$ cat config.mk
export PLATFORM = sky130hd
export DESIGN_NAME = life_loader_8x8_flat
export DESIGN_NICKNAME = d
export VERILOG_FILES = /design/src/rtl/life_loader_8x8_if.sv /design/src/rtl/life_loader_8x8.sv /design/src/flat_wrapper.sv
export SDC_FILE = /design/constraint.sdc
export NUM_CORES = 1
export LEC_CHECK = 0
export BUFFER_PORTS_ARGS = -buffer_cell sky130_fd_sc_hd__buf_2
export CAP_MARGIN = 20
export CORE_MARGIN = 5
export CORE_UTILIZATION = 33
export CTS_BUF_LIST = sky130_fd_sc_hd__clkbuf_16
export DETAILED_ROUTE_END_ITERATION = 8
export GPL_TIMING_DRIVEN = 0
export PLACE_DENSITY = 0.48
export SLEW_MARGIN = 30
export SYNTH_ARGS = -nofsm -noshare
export SYNTH_HDL_FRONTEND = slang
export SYNTH_SLANG_ARGS = --single-unit
$ cat constraint.sdc
create_clock -name clk -period 2.1 [get_ports clk]
set_input_delay 0.42 -clock clk [delete_from_list [all_inputs] [get_ports clk]]
set_output_delay 0.42 -clock clk [all_outputs]
set_load 0.005 [all_outputs]
$ cat src/rtl/life_loader_8x8_if.sv
// Byte-stream, step-control and tile-write signals of the 8x8 life array loader.
interface life_loader_if;
  logic [7:0]  byte_in;
  logic        byte_valid;
  logic        byte_ready;
  logic        run;
  logic        single;
  logic [15:0] vali;
  logic [1:0]  vali_selector;
  logic        write_enb;
  logic        step;
  logic        loading;
  logic        load_done;

  // Host side: drives the stream and step controls, observes the array-side outputs
  modport master (
    output byte_in, byte_valid, run, single,
    input  byte_ready, vali, vali_selector, write_enb, step, loading, load_done
  );

  // Loader side
  modport slave (
    input  byte_in, byte_valid, run, single,
    output byte_ready, vali, vali_selector, write_enb, step, loading, load_done
  );
endinterface

$ cat src/rtl/life_loader_8x8.sv
// Front-end for the 8x8 life array: assembles 0xA5-headed 9-byte frames into four
// 16-bit tile writes and generates the free-run / single-shot step pulse.
module life_loader_8x8 #(
  parameter int unsigned STEP_DIV = 25_000_000,
  parameter int unsigned DIV_W    = 32
) (
  input logic          clk,
  input logic          reset,
  life_loader_if.slave bus
);

  localparam logic [2:0]       S_IDLE    = 3'd0;
  localparam logic [2:0]       S_LO      = 3'd1;
  localparam logic [2:0]       S_HI      = 3'd2;
  localparam logic [2:0]       S_WRITE   = 3'd3;
  localparam logic [2:0]       S_DONE    = 3'd4;
  localparam logic [7:0]       HEADER    = 8'hA5;
  localparam logic [1:0]       LAST_TILE = 2'd3;
  localparam logic [DIV_W-1:0] DIV_TC    = DIV_W'(STEP_DIV - 1);

  logic [2:0]       r_state;
  logic [1:0]       r_idx;
  logic [7:0]       r_lo;
  logic [15:0]      r_vali;
  logic [1:0]       r_sel;
  logic             r_we;
  logic             r_step;
  logic             r_done;
  logic [DIV_W-1:0] r_div;
  logic             r_single_d;

  logic [2:0]       w_state_nxt;
  logic [1:0]       w_idx_nxt;
  logic [7:0]       w_lo_nxt;
  logic [15:0]      w_vali_nxt;
  logic [1:0]       w_sel_nxt;
  logic             w_we_nxt;
  logic             w_step_nxt;
  logic             w_done_nxt;
  logic [DIV_W-1:0] w_div_nxt;

  logic             w_ready;
  logic             w_accept;
  logic             w_idle;
  logic             w_edge;
  logic             w_tc;

  // Handshake and status decode straight from state
  assign w_idle   = (r_state == S_IDLE);
  assign w_ready  = (r_state == S_IDLE) || (r_state == S_LO) || (r_state == S_HI);
  assign w_accept = bus.byte_valid && w_ready;
  assign w_edge   = bus.single && !r_single_d;
  assign w_tc     = (r_div == DIV_TC);

  // Next state plus next values of every registered output
  always_comb begin
    w_state_nxt = r_state;
    w_idx_nxt   = r_idx;
    w_lo_nxt    = r_lo;
    w_vali_nxt  = r_vali;
    w_sel_nxt   = r_sel;
    w_we_nxt    = 1'b0;
    w_done_nxt  = 1'b0;
    w_step_nxt  = 1'b0;
    w_div_nxt   = '0;

    case (r_state)
      S_IDLE: begin
        if (w_accept && (bus.byte_in == HEADER)) begin
          w_state_nxt = S_LO;
          w_idx_nxt   = 2'd0;
        end
      end
      S_LO: begin
        if (w_accept) begin
          w_lo_nxt    = bus.byte_in;
          w_state_nxt = S_HI;
        end
      end
      S_HI: begin
        // Output word is registered here so it is valid in the WRITE cycle
        if (w_accept) begin
          w_vali_nxt  = {bus.byte_in, r_lo};
          w_sel_nxt   = r_idx;
          w_we_nxt    = 1'b1;
          w_state_nxt = S_WRITE;
        end
      end
      S_WRITE: begin
        if (r_idx == LAST_TILE) begin
          w_state_nxt = S_DONE;
          w_done_nxt  = 1'b1;
        end else begin
          w_idx_nxt   = r_idx + 2'd1;
          w_state_nxt = S_LO;
        end
      end
      S_DONE: begin
        w_state_nxt = S_IDLE;
      end
      default: begin
        w_state_nxt = S_IDLE;
      end
    endcase

    // Stepping only advances while idle; a loading frame freezes the divider at 0
    if (w_idle && bus.run) begin
      w_div_nxt  = w_tc ? '0 : (r_div + DIV_W'(1));
      w_step_nxt = w_tc;
    end else if (w_idle && w_edge) begin
      w_step_nxt = 1'b1;
    end
  end

  // State and output registers with synchronous reset
  always_ff @(posedge clk) begin
    if (reset) begin
      r_state    <= S_IDLE;
      r_idx      <= 2'd0;
      r_lo       <= 8'd0;
      r_vali     <= 16'd0;
      r_sel      <= 2'd0;
      r_we       <= 1'b0;
      r_step     <= 1'b0;
      r_done     <= 1'b0;
      r_div      <= '0;
      r_single_d <= 1'b0;
    end else begin
      r_state    <= w_state_nxt;
      r_idx      <= w_idx_nxt;
      r_lo       <= w_lo_nxt;
      r_vali     <= w_vali_nxt;
      r_sel      <= w_sel_nxt;
      r_we       <= w_we_nxt;
      r_step     <= w_step_nxt;
      r_done     <= w_done_nxt;
      r_div      <= w_div_nxt;
      r_single_d <= bus.single;
    end
  end

  assign bus.byte_ready    = w_ready;
  assign bus.loading       = !w_idle;
  assign bus.vali          = r_vali;
  assign bus.vali_selector = r_sel;
  assign bus.write_enb     = r_we;
  assign bus.step          = r_step;
  assign bus.load_done     = r_done;

endmodule

$ cat src/flat_wrapper.sv
// flat-port wrapper written by rule: the top's interface ports become plain ports
module life_loader_8x8_flat 
#(
  parameter int unsigned STEP_DIV = 25_000_000,
  parameter int unsigned DIV_W    = 32
)
  (clk, reset, bus_byte_in, bus_byte_valid, bus_run, bus_single, bus_byte_ready, bus_vali, bus_vali_selector, bus_write_enb, bus_step, bus_loading, bus_load_done);
  life_loader_if bus_i ();
  input logic clk;
  input logic reset;
  input wire logic [$bits(bus_i.byte_in)-1:0] bus_byte_in;
  input wire logic [$bits(bus_i.byte_valid)-1:0] bus_byte_valid;
  input wire logic [$bits(bus_i.run)-1:0] bus_run;
  input wire logic [$bits(bus_i.single)-1:0] bus_single;
  output wire logic [$bits(bus_i.byte_ready)-1:0] bus_byte_ready;
  output wire logic [$bits(bus_i.vali)-1:0] bus_vali;
  output wire logic [$bits(bus_i.vali_selector)-1:0] bus_vali_selector;
  output wire logic [$bits(bus_i.write_enb)-1:0] bus_write_enb;
  output wire logic [$bits(bus_i.step)-1:0] bus_step;
  output wire logic [$bits(bus_i.loading)-1:0] bus_loading;
  output wire logic [$bits(bus_i.load_done)-1:0] bus_load_done;
  assign bus_i.byte_in = bus_byte_in;
  assign bus_i.byte_valid = bus_byte_valid;
  assign bus_i.run = bus_run;
  assign bus_i.single = bus_single;
  assign bus_byte_ready = bus_i.byte_ready;
  assign bus_vali = bus_i.vali;
  assign bus_vali_selector = bus_i.vali_selector;
  assign bus_write_enb = bus_i.write_enb;
  assign bus_step = bus_i.step;
  assign bus_loading = bus_i.loading;
  assign bus_load_done = bus_i.load_done;
  life_loader_8x8 #(.STEP_DIV(STEP_DIV), .DIV_W(DIV_W)) u_core (.clk(clk), .reset(reset), .bus(bus_i));
endmodule
==> impl_results.rst <==
.. list-table::
   :header-rows: 1

   * - Metric
     - Value
   * - Synthesized area
     - 2836 sq um
   * - Achievable Freq
     - 498.7 MHz
   * - Reg2Reg Setup Slack
     - 0.09 ns
   * - Count of mapped cells out of synthesis
     - 332
   * - Post-layout instance area
     - 3451 sq um
   * - Register-to-Register Path Depth
     - 6
   * - Die Y-Extent
     - 102.7 um
   * - Maximum VDD drop
     - 309.7 uV
   * - Clock transition time at the flip-flop clock pins of the worst setup and hold paths
     - 0.05 ns
   * - Total die area
     - 10550 sq um
   * - Worst reg2reg path endpoint
     - u_core.r_div[24]$_SDFF_PP0_
   * - Average routed wire per standard cell
     - 13.45 um
   * - P per Cell Area
     - 805.0 nW/um^2
   * - Residual DRC count
     - 0
   * - Nets@finish
     - 393
   * - Clock tree from TritonCTS
     - yes
   * - Portion of the post-synthesis area used by sequential elements
     - 0.4729
   * - Starting density of the core
     - 0.3418
   * - Post-synthesis simple-gate area fraction
     - 0.3083
   * - Register bit count reported by yosys
     - 67
   * - Worst reg2reg path startpoint
     - u_core.r_div[10]$_SDFF_PP0_
   * - Total congestion overflow
     - 0
   * - Worst Setup SP
     - u_core.r_div[10]$_SDFF_PP0_
   * - Initial DRC count
     - 67
   * - Pin count of the biggest net entering global routing
     - 12
   * - Via count of the first global-routing pass
     - 2192
   * - Die outline width
     - 102.7 um
   * - Fraction of the mapped netlist area in compound gates
     - 0.06617
   * - Crit start category
     - register
   * - Area added between synthesis and finish
     - 21.66%
   * - Time the final worst path needs with I/O delays and setup
     - 2.005 ns
   * - Slew @ Worst Pin
     - 0.6505 ns
   * - Total number of yosys warnings
     - 0
   * - Share of flip-flops with an asynchronous set or reset
     - 0
   * - Post-DP HPWL
     - 4725 um
   * - Worst slack at placement
     - -0.002579 ns
   * - Main combinational cell family by area after synthesis
     - simple AND/OR/NAND/NOR gates
   * - Max-slew headroom
     - 0.5627
   * - Final count of pins violating max slew
     - 0
   * - Top library cells by usage in the layout, fill and taps aside
     - sky130_fd_sc_hd__dfxtp_1, sky130_fd_sc_hd__nand2_1, sky130_fd_sc_hd__nor2_1, sky130_fd_sc_hd__buf_2, sky130_fd_sc_hd__a21oi_1
   * - Most frequent standard cell in the layout excluding fill and tap cells
     - sky130_fd_sc_hd__dfxtp_1
   * - First-pass GRT wire length
     - 10770 um
   * - Worst clock skew on the final layout
     - 0.005452 ns
   * - Htree depth
     - 3
   * - Setup repair after global routing missed its margin
     - true
   * - Total core area
     - 8299 sq um
   * - Buffer type at the clock tree root
     - sky130_fd_sc_hd__clkbuf_16
   * - Antenna violations before repair
     - 0
   * - Area of placed instances
     - 3144 sq um
   * - Worst-skew pair later-pin latency
     - 0.32 ns
   * - WP data arrival
     - 2.22 ns
   * - Number of nets still failing antenna checks after routing
     - 0
   * - Number of diodes
     - 0
   * - Number of clock sinks
     - 67
   * - Number of nets in the synthesized netlist
     - 347
   * - Post-Layout Cell Count
     - 487
   * - Post-detailed-route via-to-cell ratio
     - 4.914
   * - Worst Setup Path Type
     - reg2reg
   * - Number of flops mapped to enable cells by yosys
     - 0
   * - Io pins
     - 36
   * - Multiplexer fraction of the synthesized cell area
     - 0.03176
   * - Adder and majority gate portion of the synthesized area
     - 0.008822
   * - Post-Place Cells
     - 471
   * - Final setup violation count
     - 0
   * - Min-delay worst type
     - in2reg
   * - Total clock buffers created by CTS
     - 9
   * - Critical path endpoint category
     - register
   * - Placer congestion estimate
     - 0.7748
   * - Synthesized-area fraction occupied by xor and xnor cells
     - 0.08028
   * - CTS max path bufs
     - 2
   * - Number of hold violations in the final report
     - 0
   * - Number of max-capacitance violations reported
     - 0
   * - Site Rows
     - 33
   * - Final period util
     - 0.9549
   * - Outcome
     - finished clean
   * - Global-route usage over all layers
     - 0.1317
   * - Crit path capture
     - u_core.r_div[24]$_SDFF_PP0_
   * - Main synth FF type
     - sky130_fd_sc_hd__dfxtp_1
   * - Ratio of cells with drive above 1 in the final layout
     - 0.1702
   * - Mean instance size in the synthesized netlist
     - 8.544 sq um
   * - Worst-path fanout max
     - 10
   * - Length of the first detailed-routing pass in iterations
     - 4
   * - Routed WL
     - 6552 um
   * - Worst Path Required
     - 2.32 ns
   * - Static Leak
     - 0.001206 uW
   * - Worst path setup slack after routing
     - 0.09475 ns
   * - Detailed-route via count
     - 2393
   * - Synth unique cells
     - 35
   * - Count of buffers inserted at the top-level ports
     - 34
==> registers in the layout, summed over array words and instances, names as in the netlist <==
register                  flops
u_core.bus.vali              16
u_core.r_div                 32
u_core.r_lo                   8
u_core.r_idx                  2
u_core.r_state                3
u_core.bus.write_enb          1
u_core.bus.step               1
u_core.r_single_d             1
u_core.bus.load_done          1
u_core.bus.vali_selector      2
==> through the flow <==
stage	power (uW)	hold WS, ns	utilization	setup TNS, ns
floorplan	1337	0.4302	-	0
global placement	1367	0.4421	0.3781	-0.3359
detailed placement	1368	0.4430	0.3789	-0.004135
CTS	2818	0.3228	0.4138	0
global route	2881	0.3394	0.4158	-0.08744
finish	2778	0.3305	0.4158	0
==> kinds of logic (layout without fill, tap and decap cells) <==
family	Yosys count	in the layout
AO/OA/AOI/OAI	34	34
flip-flops	67	67
AND/OR/NAND/NOR	174	174
adder cells (fa/ha/maj)	2	2
multiplexers	9	9
XOR/XNOR	26	26
buffers and inverters	20	70
==> worst min path at each step <==
stage                                                        start                                  endpoint  cells after the start
after CTS                                               bus_single              u_core.r_single_d$_SDFF_PP0_                      2
after global routing                                    bus_single              u_core.r_single_d$_SDFF_PP0_                      2
after detailed placement          u_core.bus.vali[14]$_SDFFE_PP0P_          u_core.bus.vali[14]$_SDFFE_PP0P_                      2
after global placement    u_core.bus.vali_selector[0]$_SDFFE_PP0P_  u_core.bus.vali_selector[0]$_SDFFE_PP0P_                      2
after floorplan                         u_core.r_div[0]$_SDFF_PP0_                u_core.r_div[0]$_SDFF_PP0_                      1
final                                                   bus_single              u_core.r_single_d$_SDFF_PP0_                      2
==> cells in the mapped netlist (4+ instances only) <==
cell type	count	area share
sky130_fd_sc_hd__nor3_1	15	0.026
sky130_fd_sc_hd__nor2_1	41	0.054
sky130_fd_sc_hd__xnor2_1	17	0.052
sky130_fd_sc_hd__nor4_1	6	0.013
sky130_fd_sc_hd__and3_1	8	0.018
sky130_fd_sc_hd__nand4_1	16	0.035
sky130_fd_sc_hd__or3_1	4	0.0088
sky130_fd_sc_hd__mux2i_1	9	0.032
sky130_fd_sc_hd__xor2_1	9	0.028
sky130_fd_sc_hd__a21oi_1	26	0.046
sky130_fd_sc_hd__inv_1	5	0.0066
sky130_fd_sc_hd__nand3_1	12	0.021
sky130_fd_sc_hd__nand2_1	48	0.064
sky130_fd_sc_hd__clkbuf_1	13	0.017
sky130_fd_sc_hd__dfxtp_1	67	0.47
==> cell type report <==
cell class	count	area (sq um)
fill	830	4848
multi-input combinational	245	1424
sequential	67	1343
clock buffer	9	225.2
timing repair buffer	35	177.7
tap	105	131.4
buffer	15	73.82
clock inverter	6	57.56
inverter	5	18.77
==> power breakdown <==
group          internal [uW]  switching, uW
sequential              1280           2.31
combinational           23.4           39.9
clock                    902            534
total                   2200            577
==> timing repair <==
action | 4_1_cts | 5_1_grt
pin swaps | 1 | 2
setup endpoints to repair | 20 | 34
hold endpoints to repair | 0 | 0
cloned | 0 | 0
hold buffers | 0 | 0
buffers inserted | 1 | 0
gates resized for setup | 0 | 7
==> worst max-delay path: stages, from the launching register on <==
cell and delay [ns]:
sky130_fd_sc_hd__dfxtp_1 0.35, sky130_fd_sc_hd__or4_1 0.53, sky130_fd_sc_hd__or4_4 0.47, sky130_fd_sc_hd__nor2_4 0.15
sky130_fd_sc_hd__a21o_4 0.19, sky130_fd_sc_hd__buf_6 0.15, sky130_fd_sc_hd__nor2_1 0.05
==> routing by layer <==
metal | wire length (um) | vias to the layer above | track usage
li1 | - | 1246 | -
met5 | 0 | - | 0
met2 | 2716 | 30 | 0.1783
met1 | 3442 | 1106 | 0.1942
met4 | 133 | 0 | 0.06357
met3 | 259 | 11 | 0.03045
Note: power is estimated with default switching activity, not from simulation.
